$ cat config.mk
export PLATFORM = sky130hd
export DESIGN_NAME = fpga_robots_game_kc_tx
export DESIGN_NICKNAME = d
export VERILOG_FILES = /design/src/rtl/fpga_robots_game_kc_tx_pkg.sv /design/src/rtl/fpga_robots_game_kc_fifo.sv /design/src/rtl/fpga_robots_game_kc_tx.sv
export SDC_FILE = /design/constraint.sdc
export NUM_CORES = 1
export LEC_CHECK = 0
export CAP_MARGIN = 25
export CORE_ASPECT_RATIO = 0.5
export CORE_UTILIZATION = 58
export CTS_CLUSTER_SIZE = 10
export DETAILED_ROUTE_END_ITERATION = 8
export PLACE_DENSITY_LB_ADDON = 0.1
export SYNTH_ARGS = -nofsm -noshare
export SYNTH_HDL_FRONTEND = slang
export SYNTH_SLANG_ARGS = --single-unit
$ cat constraint.sdc
create_clock -name clk -period 3 [get_ports clk]
set_input_delay 0.6 -clock clk [delete_from_list [all_inputs] [get_ports clk]]
set_output_delay 0.6 -clock clk [all_outputs]
set_load 0.02 [all_outputs]
$ cat src/rtl/fpga_robots_game_kc_tx_pkg.sv
// Shared constants for the serial keycode transmitter: byte prefixes and FSM encodings.
package fpga_robots_game_kc_tx_pkg;

  localparam logic [3:0] HiPrefix = 4'h4;
  localparam logic [3:0] LoPrefix = 4'h5;

  localparam logic [2:0] StIdle  = 3'd0;
  localparam logic [2:0] StHi    = 3'd1;
  localparam logic [2:0] StGapHi = 3'd2;
  localparam logic [2:0] StLo    = 3'd3;
  localparam logic [2:0] StGapLo = 3'd4;

  function automatic logic [7:0] kc_byte(input logic [3:0] prefix, input logic [3:0] nib);
    return {prefix, nib};
  endfunction

endpackage

$ cat src/rtl/fpga_robots_game_kc_fifo.sv
// Count-based synchronous FIFO with asynchronous active-high reset.
module fpga_robots_game_kc_fifo #(
  parameter int unsigned DEPTH_LOG2 = 3,
  parameter int unsigned WIDTH      = 8
) (
  input  logic             clk,
  input  logic             rst,
  input  logic             push,
  input  logic [WIDTH-1:0] push_dat,
  input  logic             pop,
  output logic [WIDTH-1:0] head,
  output logic             full,
  output logic             empty
);

  localparam int unsigned Depth = 1 << DEPTH_LOG2;
  localparam logic [DEPTH_LOG2:0] DepthCnt = (DEPTH_LOG2 + 1)'(Depth);

  logic [WIDTH-1:0]      mem [Depth];
  logic [DEPTH_LOG2-1:0] wr_ptr_q, rd_ptr_q;
  logic [DEPTH_LOG2:0]   count_q;
  logic                  do_push, do_pop;

  assign full    = (count_q == DepthCnt);
  assign empty   = (count_q == '0);
  assign do_push = push && !full;
  assign do_pop  = pop && !empty;
  assign head    = mem[rd_ptr_q];

  always_ff @(posedge clk) begin
    if (do_push) begin
      mem[wr_ptr_q] <= push_dat;
    end
  end

  always_ff @(posedge clk or posedge rst) begin
    if (rst) begin
      wr_ptr_q <= '0;
      rd_ptr_q <= '0;
      count_q  <= '0;
    end else begin
      if (do_push) wr_ptr_q <= wr_ptr_q + 1'b1;
      if (do_pop)  rd_ptr_q <= rd_ptr_q + 1'b1;
      if (do_push && !do_pop) begin
        count_q <= count_q + 1'b1;
      end else if (do_pop && !do_push) begin
        count_q <= count_q - 1'b1;
      end
    end
  end

endmodule

$ cat src/rtl/fpga_robots_game_kc_tx.sv
// Keycode transmitter: FIFO-buffered codes sent as 0x40|hi then 0x50|lo serial bytes.
// Define FPGA_ROBOTS_KC_TX_ELIDE_HI_EN to skip a high byte matching the last one sent.
module fpga_robots_game_kc_tx
  import fpga_robots_game_kc_tx_pkg::*;
#(
  parameter int unsigned DEPTH_LOG2 = 3
) (
  input  logic       clk,
  input  logic       rst,
  input  logic [7:0] kc_dat,
  input  logic       kc_stb,
  output logic       kc_full,
  output logic       kc_ovf,
  output logic       busy,
  output logic [7:0] ser_tx_dat,
  output logic       ser_tx_stb,
  input  logic       ser_tx_rdy
);

  logic [2:0] state_q, state_d;
  logic [7:0] cur_q, cur_d;
  logic [7:0] dat_q, dat_d;
  logic       stb_q, stb_d;
  logic       ovf_q;
  logic       pop;
  logic [7:0] head;
  logic       empty;
`ifdef FPGA_ROBOTS_KC_TX_ELIDE_HI_EN
  logic [3:0] last_hi_q, last_hi_d;
  logic       hi_valid_q, hi_valid_d;
`endif

  fpga_robots_game_kc_fifo #(
    .DEPTH_LOG2(DEPTH_LOG2),
    .WIDTH     (8)
  ) u_fifo (
    .clk     (clk),
    .rst     (rst),
    .push    (kc_stb),
    .push_dat(kc_dat),
    .pop     (pop),
    .head    (head),
    .full    (kc_full),
    .empty   (empty)
  );

  always_comb begin
    state_d = state_q;
    cur_d   = cur_q;
    dat_d   = dat_q;
    stb_d   = 1'b0;
    pop     = 1'b0;
`ifdef FPGA_ROBOTS_KC_TX_ELIDE_HI_EN
    last_hi_d  = last_hi_q;
    hi_valid_d = hi_valid_q;
`endif
    case (state_q)
      StIdle: begin
        if (!empty) begin
          pop   = 1'b1;
          cur_d = head;
`ifdef FPGA_ROBOTS_KC_TX_ELIDE_HI_EN
          // Receiver still holds the previous high nibble, so it need not be resent.
          state_d = (hi_valid_q && (head[7:4] == last_hi_q)) ? StLo : StHi;
`else
          state_d = StHi;
`endif
        end
      end
      StHi: begin
        if (ser_tx_rdy) begin
          stb_d   = 1'b1;
          dat_d   = kc_byte(HiPrefix, cur_q[7:4]);
          state_d = StGapHi;
`ifdef FPGA_ROBOTS_KC_TX_ELIDE_HI_EN
          last_hi_d  = cur_q[7:4];
          hi_valid_d = 1'b1;
`endif
        end
      end
      StGapHi: state_d = StLo;
      StLo: begin
        if (ser_tx_rdy) begin
          stb_d   = 1'b1;
          dat_d   = kc_byte(LoPrefix, cur_q[3:0]);
          state_d = StGapLo;
        end
      end
      StGapLo: state_d = StIdle;
      default: state_d = StIdle;
    endcase
  end

  always_ff @(posedge clk or posedge rst) begin
    if (rst) begin
      state_q <= StIdle;
      cur_q   <= '0;
      dat_q   <= '0;
      stb_q   <= 1'b0;
      ovf_q   <= 1'b0;
`ifdef FPGA_ROBOTS_KC_TX_ELIDE_HI_EN
      last_hi_q  <= '0;
      hi_valid_q <= 1'b0;
`endif
    end else begin
      state_q <= state_d;
      cur_q   <= cur_d;
      dat_q   <= dat_d;
      stb_q   <= stb_d;
      ovf_q   <= kc_stb && kc_full;
`ifdef FPGA_ROBOTS_KC_TX_ELIDE_HI_EN
      last_hi_q  <= last_hi_d;
      hi_valid_q <= hi_valid_d;
`endif
    end
  end

  assign ser_tx_dat = dat_q;
  assign ser_tx_stb = stb_q;
  assign kc_ovf     = ovf_q;
  assign busy       = !empty || (state_q != StIdle);

endmodule

## After elaboration in Yosys (flattened, before gate mapping)

Memories as Yosys holds them, arrays and structs flattened. A register that Yosys moved wholly into a read port is not among the register bits.
Index checks and enable logic that the tools add are counted.
W data, S select, Z words.

| storage, ports and cells | value |
|---|---|
| latch bits | 0 |
| output and inout port bits | 12 |
| word-level logic and storage cells | 54 |
| register bits | 23 |
| bits in writable memories | 64 |
| memories kept | 1 |
| input bits | 12 |
| memory bits (read-only) | 0 |

| operators by class | value |
|---|---|
| reductions and logical operators | 19 |
| $add $sub $neg | 4 |
| bitwise gates (word level) | 1 |
| eq/ne operators | 7 |
| multiply operators | 0 |
| multiplexer cells | 15 |
| shift operators | 0 |
| $lt $le $gt $ge | 0 |
| divide/modulo/power cells | 0 |

Memories:

| name | depth | width | rd ports | clocked after Yosys merged registers in | wr ports | line | source |
|---|---|---|---|---|---|---|---|
| u_fifo.mem | 8 | 8 | 1 | 1 | 1 | fpga_robots_game_kc_fifo.sv:19 | `logic [WIDTH-1:0] mem [Depth];` |

Operators with widths:

| kind | number |
|---|---|
| $mux W8 | 2 |
| $pmux W8 S2 | 1 |
| $pmux W3 S4 | 1 |
| $mux W3 | 3 |
| $mux W4 | 2 |
| $add A3 B1 Y3 const B | 2 |
| $eq A3 B2 Y1 const B | 2 |
| $mux W1 | 6 |
| $ne A2 B2 Y1 const B | 3 |
| $reduce_and A3 Y1 | 2 |
| $logic_and A1 B1 Y1 | 5 |
| $add A4 B1 Y4 const B | 1 |
| $eq A4 B4 Y1 const B | 1 |
| $logic_not A1 Y1 | 4 |
| $logic_not A4 Y1 | 1 |
| $reduce_bool A2 Y1 | 2 |
| $sub A4 B1 Y4 const B | 1 |
| $eq A3 B1 Y1 const B | 1 |
| $logic_not A3 Y1 | 1 |
| $reduce_bool A3 Y1 | 1 |
| $reduce_and A2 Y1 | 1 |
| $reduce_or A2 Y1 | 1 |
| $logic_or A1 B1 Y1 | 1 |
| $not A1 Y1 | 1 |

## Depth between registers and ports, before layout

Gate-level depths: netlist of the first run.

| logic depth | value |
|---|---|
| word-level depth | 7 |
| mapped depth | 11 |

## Hierarchy

A second synthesis of the first run with hierarchy kept.

| second synthesis, totals | value |
|---|---|
| cells, all modules | 211 |
| area total of the unflattened synthesis | 3933.8 µm² |

Modules (own cells, without submodules):

| module | instances | cells an instance | area an instance (µm²) | sequential area each (µm²) |
|---|---|---|---|---|
| fpga_robots_game_kc_fifo | 1 | 158 | 3138.0 | 2172.1 |
| fpga_robots_game_kc_tx | 1 | 53 | 795.8 | 475.5 |

## Worst setup path before layout of the first run

OpenSTA, ideal clock, no wires.

| timing path | value |
|---|---|
| path kind | reg-to-reg |
| from | register u_fifo.count_q[0] |
| to | register u_fifo.count_q[3] |
| library setup time | 0.126 ns |
| cell stages (with the launch flop) | 11 |
| data arrival time | 2.787 ns |
| period minus slack after synthesis | 2.913 ns |
| slack | 0.087 ns |
| cell sequence | dfrtp_1 nor4b_2 nor2b_1 buf_2 ha_1 inv_1 ha_1 a21o_1 a2111oi_2 a31oi_1 a221o_1 |

| between the ends | value |
|---|---|
| elaborated cells between the ends (all ways) | 17 |

RTL lines:

| what | line | source |
|---|---|---|
| start, declared | fpga_robots_game_kc_fifo.sv:21 | `logic [DEPTH_LOG2:0] count_q;` |
| start signal, assigned | fpga_robots_game_kc_fifo.sv:45 | `count_q <= count_q + 1'b1;` |
| start signal, assigned | fpga_robots_game_kc_fifo.sv:47 | `count_q <= count_q - 1'b1;` |
| $eq A4 B4 Y1 * | fpga_robots_game_kc_fifo.sv:24 | `assign full = (count_q == DepthCnt);` |
| via kc_full | fpga_robots_game_kc_tx.sv:12 | `output logic kc_full,` |
| $logic_not A1 Y1 * | fpga_robots_game_kc_fifo.sv:26 | `assign do_push = push && !full;` |
| $logic_and A1 B1 Y1 * | fpga_robots_game_kc_fifo.sv:26 |  |
| via u_fifo.do_push | fpga_robots_game_kc_fifo.sv:22 | `logic do_push, do_pop;` |
| $logic_not A1 Y1 | fpga_robots_game_kc_fifo.sv:46 | `end else if (do_pop && !do_push) begin` |
| $logic_and A1 B1 Y1 | fpga_robots_game_kc_fifo.sv:46 |  |
| $reduce_bool A2 Y1 (no line) | n/a |  |

Mark *: on every way through the listed nets, which the timed path passes. The rest lies on a longest branch. The select of a mux whose other input is x is not followed.
A chain may end at the register's enable or synchronous reset.

## Worst setup path after layout of the first run

| timing path | value |
|---|---|
| from | register u_fifo.count_q[0] |
| to | register u_fifo.count_q[3] |

| between the ends | value |
|---|---|
| cells in the longest elaborated chain, start to end | 7 |
| elaborated cells between the ends (all ways) | 17 |

Ends and longest elaborated chain:

| what | line | source |
|---|---|---|
| $logic_not A4 Y1 | fpga_robots_game_kc_fifo.sv:25 | `assign empty = (count_q == '0);` |
| $mux W1 | fpga_robots_game_kc_tx.sv:59 | `if (!empty) begin` |
| $mux W1 | fpga_robots_game_kc_tx.sv:57 | `case (state_q)` |
| $logic_and A1 B1 Y1 | fpga_robots_game_kc_fifo.sv:27 | `assign do_pop = pop && !empty;` |
| $logic_not A1 Y1 | fpga_robots_game_kc_fifo.sv:44 | `if (do_push && !do_pop) begin` |
| $logic_and A1 B1 Y1 | fpga_robots_game_kc_fifo.sv:44 |  |
| $mux W4 / $reduce_bool A2 Y1 (equally long branches) | n/a |  |

Several ways; a longest one is shown, not always the timed one. The select of a mux whose other input is x is not followed.

==> impl_metrics.env, run 1 <==
export IMPL_status="complete, no violations"
export IMPL_power_w=0.004465
export IMPL_cts_made_buffers=9
export IMPL_synth_avg_cell_area_sq_um=17.17
export IMPL_n_antenna_cell=0
export IMPL_htree_levels=3
export IMPL_hp_start="ser_tx_dat[6]$_DFFE_PP0P_"
export IMPL_cp_data_arrival_time_ns=2.98
export IMPL_start_util=0.6108
export IMPL_clk_path_buf_depth=2
export IMPL_async_flop_share=0.3118
export IMPL_port_buffers=21
export IMPL_grt_pass1_vias=1813
export IMPL_timing_rr_end="u_fifo.count_q[3]$_DFFE_PP0P_"
export IMPL_power_switching_w=0.001403
export IMPL_fin_crit_ns=2.764
export IMPL_fin_nets=269
export IMPL_seq_area_frac_synth=0.7042
export IMPL_grt_max_degree=30
export IMPL_area_delta_synth_final_pct=17.57
export IMPL_hold_path_class="flop to flop"
export IMPL_setup_ws_ns=0.2360
export IMPL_cts_root_buf="clkbuf_16"
export IMPL_pre_cts_ws_ns=0.01902
export IMPL_fin_setup_tns_ns=0
export IMPL_pwr_share_comb=0.304
export IMPL_clkTransAtPathRegs_ns=0.06
export IMPL_hold_buffers=0
export IMPL_path_max_fanout=5
export IMPL_worst_pin_slew_ns=0.7803
export IMPL_ys_top_cells_by_count="edfxtp_1 (64), dfrtp_1 (29), nand2_1 (18)"
export IMPL_viasPerCell=5.529
export IMPL_io_pins=24
export IMPL_antenna_found_initial=0
export IMPL_p_leak_nw=1.628
export IMPL_synth_cells=219
export IMPL_hold_ws_ns=0.4712
export IMPL_worst_skew_pair_late_latency_ns=0.34
export IMPL_fp_dieH_um=58.93
export IMPL_start_kind="flop"
export IMPL_crit_chain="nor4_4 -> nand2b_1 -> ha_1 -> inv_1 -> ha_1 -> a21o_1 -> a2111oi_2 -> a31oi_1 -> a221o_1"
export IMPL_grt_usage=0.2090
export IMPL_power_density_nw_per_um2=1010
export IMPL_synth_top_area_cell="edfxtp_1"
export IMPL_p_int_w=0.003062
export IMPL_wl_per_cell_um=17.96
export IMPL_yosysMostFrequentCell="edfxtp_1"
export IMPL_synth_distinct_cells=39
export IMPL_r2r_slack_ns=0.24
export IMPL_rows=20
export IMPL_holdPathStages=1
export IMPL_critPathMaxStageDelay_ns=0.48
export IMPL_fmax_mhz=361.8
export IMPL_cts_setup_buffers=0
export IMPL_maxSlewViolCount=0
export IMPL_cpMostUsedCell="ha_1"
export IMPL_synthTopCellsByArea="edfxtp_1 (51%), dfrtp_1 (19%), mux4_2 (9.6%)"
export IMPL_final_cell_area_sq_um=4420
export IMPL_yosysTopAreaCellShare=0.5111
export IMPL_critical_path_buf_inv_count=1
export IMPL_vdd_drop_max_uv=523.1
export IMPL_holdPathEnd="ser_tx_dat[6]$_DFFE_PP0P_"
export IMPL_die_w_um=115.9
export IMPL_place_area_sq_um=4111
export IMPL_die_area_sq_um=6828
export IMPL_synth_ff_latch_count=93
export IMPL_antenna_left=0
export IMPL_hold_viol=0
export IMPL_routed_wirelength_um=6177
export IMPL_dr_pass1_iters=4
export IMPL_overflow=0
export IMPL_p_sw_frac=0.3142
export IMPL_r2r_start="u_fifo.count_q[0]$_DFFE_PP0P_"
export IMPL_crit_type="flop to flop"
export IMPL_end_kind="flop"
export IMPL_vias=1902
export IMPL_drt_iter0_drc=131
export IMPL_grt_first_pass_wirelength_um=9694
export IMPL_clkPwrFrac=0.251
export IMPL_fill_cells=405
export IMPL_setup_viol=0
export IMPL_required_ns=3.22
export IMPL_crit_slowest_cell="dfrtp_1"
export IMPL_synth_area_sq_um=3760
export IMPL_drv_cap=0
export IMPL_skew_ns=0.006546
export IMPL_rsz0062_at_grt="no"
export IMPL_cts_tree="built"
export IMPL_drc=0
export IMPL_gp_congestion=0.7635
export IMPL_r2r_cells=9
export IMPL_max_slew_margin=0.4798
export IMPL_yosys_warnings=0
export IMPL_core_area_sq_um=6156
export IMPL_cp_top_family="compound AO/OA/AOI/OAI gates"
export IMPL_synthFlopType="edfxtp_1"
export IMPL_synth_edf_count=64
export IMPL_cts_num_sinks=93
export IMPL_fin_crit_sh=0.9213
export IMPL_layout_drive_gt1_share=0.1914
export IMPL_dp_hpwl_um=4061
export IMPL_seqPwrFrac=0.446
[per-stage QoR]
step	instances	utilization
final	344	0.7181
after global routing	344	0.7181
after CTS	344	0.7167
after detailed placement	328	0.6679
after global placement	327	0.6634
after floorplan	220	-
[placed cells by master, fill, tap and decap left out, types with 3 or more instances in the layout]
master	Yosys	layout
nand2b_1	5	5
mux2i_1	12	12
mux4_2	16	16
nor3_1	3	3
nand2_1	18	18
dfrtp_1	29	29
inv_1	4	4
ha_1	5	5
o21ai_0	5	5
clkbuf_16	0	9
nor2_1	9	9
edfxtp_1	64	64
xor2_1	3	3
xnor2_1	4	4
o21ai_1	8	8
clkdlybuf4s50_1	0	21
buf_4	3	11
[sequential cells by signal, indices dropped and copies added, names as in the netlist]
register / cells
kc_ovf: 1
state_q: 3
u_fifo.wr_ptr_q: 3
u_fifo.rd_ptr_q: 3
cur_q: 8
ser_tx_stb: 1
u_fifo.count_q: 4
u_fifo.mem: 64
ser_tx_dat: 6
[worst max-delay path by stage]
stage	startpoint	to	slack [ns]	cells after the start
after floorplan	u_fifo.count_q[0]$_DFFE_PP0P_	u_fifo.count_q[3]$_DFFE_PP0P_	0.09	10
after global placement	kc_stb	u_fifo.count_q[3]$_DFFE_PP0P_	0.11	9
after detailed placement	kc_stb	u_fifo.count_q[3]$_DFFE_PP0P_	0.02	9
after CTS	u_fifo.count_q[0]$_DFFE_PP0P_	u_fifo.count_q[3]$_DFFE_PP0P_	0.22	9
after global routing	u_fifo.count_q[0]$_DFFE_PP0P_	u_fifo.count_q[3]$_DFFE_PP0P_	0.04	9
final	u_fifo.count_q[0]$_DFFE_PP0P_	u_fifo.count_q[3]$_DFFE_PP0P_	0.24	9
[logic make-up after synthesis]
family / count (synthesis) / share of synthesized area
other: 1 / 0.0009974
multiplexers: 31 / 0.1378
buffers and inverters: 17 / 0.02595
XOR/XNOR: 7 / 0.01631
AND/OR/NAND/NOR: 43 / 0.05757
flip-flops: 93 / 0.7042
AO/OA/AOI/OAI: 21 / 0.03527
adder cells (fa/ha/maj): 6 / 0.02196
[what timing repair did]
action | CTS | global route
setup endpoints to repair | 0 | 1
endpoints found under the hold margin | 0 | 0
gates resized for setup | 0 | 1
[worst reg2reg max path: cells and delay by family (launching register included)]
kind            cells  cell delay [ns]
compound gates      4             0.96
fa+ha+maj           2             0.53
buf+inv             1             0.13
simple gates        2             0.55
flops               1             0.48
[power groups by stage]
stage	clock network, W	registers (W)	logic, W
3_3_place_gp	0	0.00203	0.00123
4_1_cts	0.00115	0.00198	0.00138
3_5_place_dp	0	0.00201	0.00136
5_1_grt	0.00120	0.00203	0.00151
6_report	0.00112	0.00199	0.00136
2_1_floorplan	0	0.00189	0.00107
[metal layers]
layer | vias to the layer above | wire (um) | GRT usage
li1 | 892 | - | -
met1 | 949 | 2825 | 0.2871
met2 | 57 | 2941 | 0.3223
met3 | 4 | 371 | 0.07621
met4 | 0 | 39 | 0.05495
met5 | - | 0 | 0
[cell type report]
cell class | instances | area [sq um] | share of cell area
sequential | 93 | 2648 | 0.5989
timing repair buffer | 33 | 320.3 | 0.07246
multi-input combinational | 110 | 1027 | 0.2324
clock buffer | 10 | 229.0 | 0.05180
clock inverter | 6 | 71.32 | 0.01613
tap | 88 | 110.1 | 0.02491
inverter | 4 | 15.01 | 0.003397
Power figures use the tool's default switching activity.
==> inputs of run 2 (changes only) <==
- CORE_MARGIN: not set -> 5
==> run 2 against run 1 <==
Net effect: via count increased by 0.68%; core utilization decreased by 1.1 points; clock skew decreased by 0.0016 ns; critical path depth unchanged; first-iteration DRC count increased by 11%; highest routed layer unchanged; largest power group unchanged; clock power decreased by 12%; sequential share of layout area increased by 0.70 points; non-clock buffer count unchanged; clock-buffer cell count unchanged; largest cell class unchanged; worst hold slack got worse by 0.0012 ns; setup slack got worse by 0.044 ns; global-route usage decreased by 2.7 points.
==> impl_metrics.env, run 2 (synthesis gave the netlist of run 1 again) <==
export IMPL_status="complete, no violations"
export IMPL_drv_cap=0
export IMPL_fin_setup_tns_ns=0
export IMPL_grt_pass1_vias=1929
export IMPL_end_kind="flop"
export IMPL_gp_congestion=0.8068
export IMPL_wl_per_cell_um=18.79
export IMPL_hold_viol=0
export IMPL_dp_hpwl_um=4184
export IMPL_fin_crit_ns=2.808
export IMPL_hold_buffers=0
export IMPL_cp_data_arrival_time_ns=3.03
export IMPL_rows=20
export IMPL_grt_first_pass_wirelength_um=10340
export IMPL_drc=0
export IMPL_hold_path_class="flop to flop"
export IMPL_p_leak_nw=1.611
export IMPL_maxSlewViolCount=0
export IMPL_fin_nets=269
export IMPL_cts_setup_buffers=0
export IMPL_cts_tree="built"
export IMPL_vdd_drop_max_uv=614.5
export IMPL_setup_viol=0
export IMPL_path_max_fanout=5
export IMPL_viasPerCell=5.583
export IMPL_start_kind="flop"
export IMPL_dp_cells=328
export IMPL_fp_dieH_um=66.93
export IMPL_pre_cts_ws_ns=-0.05176
export IMPL_skew_ns=0.004944
export IMPL_port_buffers=21
export IMPL_worst_pin_slew_ns=0.7767
export IMPL_rsz0062_at_grt="no"
export IMPL_largest_register="u_fifo.mem"
export IMPL_fill_cells=419
export IMPL_vias=1915
export IMPL_clkTransAtPathRegs_ns=0.06
export IMPL_clk_path_buf_depth=2
export IMPL_final_common_cell="edfxtp_1"
export IMPL_layout_drive_gt1_share=0.1804
export IMPL_grt_max_degree=30
export IMPL_routed_wirelength_um=6446
export IMPL_ctsResizeCount=0
export IMPL_largest_reg_flops=64
export IMPL_crit_type="flop to flop"
export IMPL_max_slew_margin=0.4822
export IMPL_layout_common_cells="edfxtp_1 (64), dfrtp_1 (29), clkdlybuf4s50_1 (21)"
export IMPL_antenna_left=0
export IMPL_cts_made_buffers=9
export IMPL_n_antenna_cell=0
export IMPL_worst_skew_pair_late_latency_ns=0.34
export IMPL_fmax_mhz=356.1
export IMPL_power_density_nw_per_um2=993.5
export IMPL_start_util=0.6083
export IMPL_overflow=0
export IMPL_setup_ws_ns=0.1916
export IMPL_area_delta_synth_final_pct=16.21
export IMPL_fin_crit_sh=0.9361
export IMPL_fin_cells=343
export IMPL_required_ns=3.22
export IMPL_die_w_um=123.9
export IMPL_drt_iter0_drc=146
export IMPL_antenna_found_initial=0
export IMPL_io_pins=24
export IMPL_grt_usage=0.1820
export IMPL_cts_num_sinks=93
export IMPL_dr_pass1_iters=4
export IMPL_die_area_sq_um=8290
export IMPL_cts_root_buf="clkbuf_16"
export IMPL_power_w=0.004341
export IMPL_core_area_sq_um=6181
export IMPL_htree_levels=3
run 2: metrics by stage:
stage / hold WS, ns / util / cell area [sq um]
final: 0.4700 / 0.7069 / 4369
after detailed placement: 0.4599 / 0.6652 / 4111
after floorplan: 0.4549 / - / 3764
after global routing: 0.4981 / 0.7069 / 4369
after CTS: 0.4775 / 0.7069 / 4369
after global placement: 0.4492 / 0.6607 / 4084
run 2: where the power goes:
group / internal, W / switching, W / total (W)
Sequential: 0.00169 / 0.000287 / 0.00198
Clock: 0.000550 / 0.000436 / 0.000986
Combinational: 0.000722 / 0.000654 / 0.00138
Total: 0.00296 / 0.00138 / 0.00434
run 2: worst paths after layout:
| check | start | to | slack, ns | cells past startpoint |
|---|---|---|---|---|
| worst max-delay path | u_fifo.count_q[0]$_DFFE_PP0P_ | u_fifo.count_q[3]$_DFFE_PP0P_ | 0.19 | 9 |
| worst min-delay path | ser_tx_dat[6]$_DFFE_PP0P_ | ser_tx_dat[6]$_DFFE_PP0P_ | 0.47 | 1 |
| worst max register to register | u_fifo.count_q[0]$_DFFE_PP0P_ | u_fifo.count_q[3]$_DFFE_PP0P_ | 0.19 | 9 |
| worst min register to register | ser_tx_dat[6]$_DFFE_PP0P_ | ser_tx_dat[6]$_DFFE_PP0P_ | 0.47 | 1 |
| max in group asynchronous | rst | ser_tx_dat[6]$_DFFE_PP0P_ | 2.10 | 3 |
| min in group asynchronous | rst | u_fifo.count_q[3]$_DFFE_PP0P_ | 0.63 | 3 |
run 2: cell type report:
type	instances	area [sq um]	share of cell area
flip-flops and latches	93	2648	0.6060
multi-input cells	110	1018	0.2331
repair buffers	33	320.3	0.07331
clock buffers	10	229.0	0.05241
well taps	88	110.1	0.02520
clock inverters	5	28.78	0.006586
inverters	4	15.01	0.003436
run 2: worst max-delay path, cell delays in order (launching register included):
cell and delay (ns):
dfrtp_1 0.46, nor4_2 0.38, nand2b_1 0.19, ha_1 0.22
inv_1 0.12, ha_1 0.30, a21o_1 0.22, a2111oi_2 0.39
a31oi_1 0.10, a221o_1 0.33
run 2: metal layers:
layer | global-route usage | up-vias | part of all wire | wire length [um]
met4 | 0.06621 | 0 | 0.014 | 91
met1 | 0.2362 | 966 | 0.44 | 2822
met3 | 0.06361 | 7 | 0.067 | 432
met5 | 0 | - | 0 | 0
li1 | - | 889 | - | -
met2 | 0.2865 | 53 | 0.48 | 3101
